`src/rtl/fifo4_sched_pkg.sv`:
```
// rtl/fifo4_sched_pkg.sv - shared types and sizing helpers for the fifo4 write scheduler
package fifo4_sched_pkg;

    typedef enum logic [1:0] {
        IDLE,
        SETUP,
        PULSE,
        RECOV
    } sched_state_t;

    function automatic int max_int(input int a, input int b);
        return (a > b) ? a : b;
    endfunction

    // Recovery must outlast the synchroniser so the updated full flag is seen in IDLE.
    function automatic int rc_eff(input int rc, input int sync);
        return max_int(rc, sync + 1);
    endfunction

    function automatic int cnt_width(input int n);
        return (n <= 2) ? 1 : $clog2(n);
    endfunction

endpackage

```
`src/rtl/rr_arbiter.sv`:
```
// rtl/rr_arbiter.sv - combinational round-robin pick starting at ptr
module rr_arbiter #(
    parameter int N  = 4,
    parameter int IW = $clog2(N)
) (
    input  logic [N-1:0]  req,
    input  logic [IW-1:0] ptr,
    output logic [N-1:0]  gnt,
    output logic [IW-1:0] idx,
    output logic          any
);

    int          c;
    logic [IW-1:0] cw;

    always_comb begin
        gnt = '0;
        idx = '0;
        any = 1'b0;
        c   = 0;
        cw  = '0;
        for (int k = 0; k < N; k++) begin
            c = int'(ptr) + k;
            if (c >= N) begin
                c = c - N;
            end
            cw = IW'(c);
            if (!any && req[cw]) begin
                any     = 1'b1;
                idx     = cw;
                gnt[cw] = 1'b1;
            end
        end
    end

endmodule

```
`src/rtl/fifo4_wr_sched.sv`:
```
// rtl/fifo4_wr_sched.sv - round-robin write scheduler driving the self-timed fifo4 write port
module fifo4_wr_sched
    import fifo4_sched_pkg::*;
#(
    parameter int N    = 4,
    parameter int DW   = 8,
    parameter int PW   = 2,
    parameter int RC   = 3,
    parameter int SYNC = 2
) (
    input  logic                 clk,
    input  logic                 clr,
    input  logic [N-1:0]         req,
    input  logic [N*DW-1:0]      wdata,
    output logic [N-1:0]         ack,
    output logic [$clog2(N)-1:0] grant_id,
    output logic                 busy,
    output logic [DW-1:0]        fifo_din,
    output logic                 fifo_write,
    input  logic                 fifo_full,
    output logic                 fifo_clr
);

    localparam int IW     = $clog2(N);
    localparam int RC_EFF = rc_eff(RC, SYNC);
    localparam int CW     = cnt_width(max_int(PW, RC_EFF));
    localparam logic [N-1:0] ACK_ONE = {{(N-1){1'b0}}, 1'b1};

    sched_state_t  state;
    logic [CW-1:0] cnt;
    logic [IW-1:0] ptr;
    logic [SYNC-1:0] sync_q;
    logic          full_s;
    logic [N-1:0]  arb_gnt;
    logic [IW-1:0] arb_idx;
    logic          arb_any;

    assign full_s = sync_q[SYNC-1];

    rr_arbiter #(.N(N), .IW(IW)) u_arb (
        .req (req),
        .ptr (ptr),
        .gnt (arb_gnt),
        .idx (arb_idx),
        .any (arb_any)
    );

    // Reset to all ones: treat the FIFO as full until clean samples arrive.
    always_ff @(posedge clk) begin
        if (clr) begin
            sync_q <= '1;
        end else begin
            sync_q <= {sync_q[SYNC-2:0], fifo_full};
        end
    end

    always_ff @(posedge clk) begin
        fifo_clr <= clr;
    end

    always_ff @(posedge clk) begin
        if (clr) begin
            state      <= IDLE;
            cnt        <= '0;
            ptr        <= '0;
            fifo_write <= 1'b0;
            fifo_din   <= '0;
            ack        <= '0;
            busy       <= 1'b0;
            grant_id   <= '0;
        end else begin
            case (state)
                IDLE: begin
                    if (arb_any && !full_s) begin
                        fifo_din <= wdata[int'(arb_idx)*DW +: DW];
                        grant_id <= arb_idx;
                        ptr      <= (arb_idx == IW'(N-1)) ? '0 : arb_idx + 1'b1;
                        busy     <= 1'b1;
                        state    <= SETUP;
                    end
                end
                SETUP: begin
                    fifo_write <= 1'b1;
                    cnt        <= '0;
                    state      <= PULSE;
                end
                PULSE: begin
                    if (cnt == CW'(PW-1)) begin
                        fifo_write <= 1'b0;
                        ack        <= ACK_ONE << grant_id;
                        cnt        <= '0;
                        state      <= RECOV;
                    end else begin
                        cnt <= cnt + 1'b1;
                    end
                end
                RECOV: begin
                    ack <= '0;
                    if (cnt == CW'(RC_EFF-1)) begin
                        busy  <= 1'b0;
                        state <= IDLE;
                    end else begin
                        cnt <= cnt + 1'b1;
                    end
                end
                default: begin
                    state <= IDLE;
                end
            endcase
        end
    end

    logic unused_gnt;
    assign unused_gnt = ^arb_gnt;

endmodule

```
`config.mk`:
```
export PLATFORM = sky130hd
export DESIGN_NAME = fifo4_wr_sched
export DESIGN_NICKNAME = d
export VERILOG_FILES = /design/src/rtl/fifo4_sched_pkg.sv /design/src/rtl/rr_arbiter.sv /design/src/rtl/fifo4_wr_sched.sv
export SDC_FILE = /design/constraint.sdc
export NUM_CORES = 1
export LEC_CHECK = 0
export BUFFER_PORTS_ARGS = -buffer_cell sky130_fd_sc_hd__buf_4
export CELL_PAD_IN_SITES_DETAIL_PLACEMENT = 1
export CELL_PAD_IN_SITES_GLOBAL_PLACEMENT = 1
export CORE_MARGIN = 8
export CORE_UTILIZATION = 35
export CTS_CLUSTER_DIAMETER = 30
export CTS_CLUSTER_SIZE = 10
export DETAILED_ROUTE_END_ITERATION = 12
export PLACE_DENSITY = 0.9
export REMOVE_ABC_BUFFERS = 1
export SLEW_MARGIN = 20
export SYNTH_ARGS = -nofsm -noshare
export SYNTH_HDL_FRONTEND = slang
export SYNTH_SLANG_ARGS = --single-unit
export TNS_END_PERCENT = 30
```
`constraint.sdc`:
```
create_clock -name clk -period 1.6 [get_ports clk]
set_input_delay 0.32 -clock clk [delete_from_list [all_inputs] [get_ports clk]]
set_output_delay 0.32 -clock clk [all_outputs]
set_load 0.02 [all_outputs]
```
==> impl_metrics.tcl <==
set metrics [dict create \
    clk_pin_slew_ns 0.10 \
    area_growth_syn_to_layout_pct 52.1 \
    numCtsBuffers 3 \
    dp_hpwl_mm 3.73 \
    ys_seq_elements 25 \
    clk_latency_ns 0.28 \
    synth_edf_count 0 \
    cts_setup_buffers 0 \
    wl_per_cell_um 16.3 \
    worstSetupStartpointType "flop" \
    final_nets 284 \
    htreeDepth 1 \
    crit_arrival_ns 1.70 \
    viasPerCell 5.34 \
    ys_warn_count 0 \
    final_common_cell "buf_4" \
    cts_tree "built" \
    holdWs_ns 0.219 \
    io_pins 56 \
    grt_overflow 0 \
    antenna_found_initial 0 \
    layout_common_cells "buf_4, dfxtp_1, a21oi_1, nor2_1, nand2b_1" \
    dr.pass1.iters 4 \
    required_ns 1.77 \
    antenna_cells 0 \
    die_height_um 80.0 \
    fin_util_pct 54.9 \
    setup.worst_path.class "flop to flop" \
    fp.dieW_um 80.0 \
    synth-main-ff-cell "dfxtp_1" \
    min_period_ns 1.53 \
    worst_pin_slew_ns 0.415 \
    syn_inst 164 \
    row_count 23 \
    finalSetupTns_ns 0 \
    grtUsageTotal_pct 14.7 \
    yosys-top-cells-area "dfxtp_1, mux2i_1, ha_1, nand2b_1, a211oi_1" \
    peakVddDrop_mv 0.580 \
    yosys.area.top_type_share_pct 34.9 \
    outcome "finished clean" \
    cts_root_buf "clkbuf_8" \
    syn_avg_cell_area_sq_um 8.74 \
    rsz0062_at_grt "true" \
    drive_gt1_share_pct 40.9 \
    placed_area_sq_um 2040 \
    cp_slowest_stage_delay_ns 0.37 \
    power_density_nw_per_um2 1050 \
    drc 0 \
    cp_num_buf_inv 1 \
    grt_pass1_vias 1715 \
    gp_congestion 0.762 \
    hold_violations 0 \
    finalMaxSlewViolations 0 \
    clockBufferDepth 2 \
    ant_nets 0 \
    drt_iter0_drc 71 \
    die-area_sq_um 6400 \
    hold_class "input port to flop" \
    crit_chain "and2b_1 > o221ai_1 > buf_4 > and3_1 > a211oi_1 > o22ai_1" \
    multi_input_area_sq_um 961 \
    end_kind "flop" \
    yosys.area.top_type "dfxtp_1" \
    leakagePower_nw 0.998 \
    fmax_ghz 0.652 \
    power_w 0.00229 \
    initial_utilization_pct 36.1 \
    drv_cap 0 \
    synth-seq-area-share_pct 34.9 \
    port_buffers 55 \
    fin_crit_sh_pct 95.9 \
    grt_pass1_wl_mm 7.68 \
    critPathTopFamily "compound AO/OA/AOI/OAI gates" \
    max_slew_margin_pct 72.3 \
    fin_skew_ns 0.00645 \
    coreArea_sq_um 3970 \
    syn_area_sq_um 1430 \
    regArea_sq_um 504 \
    n_fill_cell 500 \
    synthArstFlopShare_pct 0 \
    wl_mm 4.69 \
    vias 1534 \
    synth_cell_type_count 38 \
    crit_path_top_delay_cell "dfxtp_4" \
    grt_max_degree 26 \
    clock_sinks 25 \
    crit_fanout 8 \
    finalSetupViolCount 0 \
    fin_area_sq_um 2180 \
]
cell families after synthesis:
group | count (synthesis) | synth area share (%)
compound gates | 56 | 26.6
simple gates | 53 | 21.3
flops | 25 | 34.9
buf+inv | 13 | 4.02
mux | 10 | 6.99
fa+ha+maj | 7 | 6.11
cell usage after synthesis (2+ instances only):
master,n
dfxtp_1,25
a21oi_1,12
nor2_1,12
nand2b_1,11
mux2i_1,10
a211oi_1,9
and3_1,8
o21bai_1,8
o22ai_1,8
ha_1,7
inv_1,6
nand2_1,6
o21ai_0,5
clkbuf_1,4
nor2b_1,3
a211o_1,2
a21boi_1,2
nand3_1,2
nor4b_1,2
o21ai_1,2
o221ai_1,2
or2_2,2
metal layers:
| layer | GRT usage, % | up-vias | wire [um] |
|---|---|---|---|
| met5 | 0 | - | 0 |
| met4 | 3.27 | 0 | 38 |
| met3 | 6.87 | 4 | 406 |
| met2 | 25.8 | 51 | 2290 |
| met1 | 15.7 | 729 | 1960 |
| li1 | - | 750 | - |
what timing repair did:
item / CTS / global route
hold buffers: 0 / 0
gates resized for setup: 4 / 14
setup endpoints to repair: 5 / 15
pin swaps: 0 / 1
worst paths after layout:
check | from | endpoint | slack, ns | depth (start not counted)
worst max register to register | ptr[0]$_SDFFE_PP0P_ | fifo_din[6]$_SDFFE_PP0P_ | 0.07 | 6
worst max-delay path | ptr[0]$_SDFFE_PP0P_ | fifo_din[6]$_SDFFE_PP0P_ | 0.07 | 6
worst min-delay path | fifo_full | sync_q[0]$_SDFF_PP1_ | 0.22 | 2
worst min register to register | sync_q[0]$_SDFF_PP1_ | sync_q[1]$_SDFF_PP1_ | 0.44 | 1
flip-flops by register name, indices dropped and copies added, names as in the netlist:
signal      cells
ack             4
busy            1
cnt             2
fifo_clr        1
fifo_din        8
fifo_write      1
grant_id        2
ptr             2
state           2
sync_q          2
worst reg2reg max path: cells and delay by family, from the launching register on:
kind,cells,cell delay [ns]
AOI/OAI and AO/OA,3,0.46
and+or+nand+nor,2,0.41
DFF,1,0.37
buffers and inverters,1,0.18
where the power goes:
part / internal (W) / switching (W)
registers: 0.000730 / 0.0000712
logic: 0.000545 / 0.000549
clock network: 0.000177 / 0.000218
cell type report:
cell class,instances,area share [%]
sequential,25,23.1
multi-input combinational,126,44.1
clock inverter,1,0.345
tap,50,2.87
timing repair buffer,75,26.4
inverter,7,1.21
clock buffer,3,1.90
metrics by stage:
step           setup slack [ns]  std cells
2_1_floorplan            -0.141        158
3_3_place_gp            0.00242        283
3_5_place_dp            -0.0383        283
4_1_cts                  0.0181        287
5_1_grt                 -0.0206        287
6_report                 0.0663        287
(Power assumes the default switching activity.)
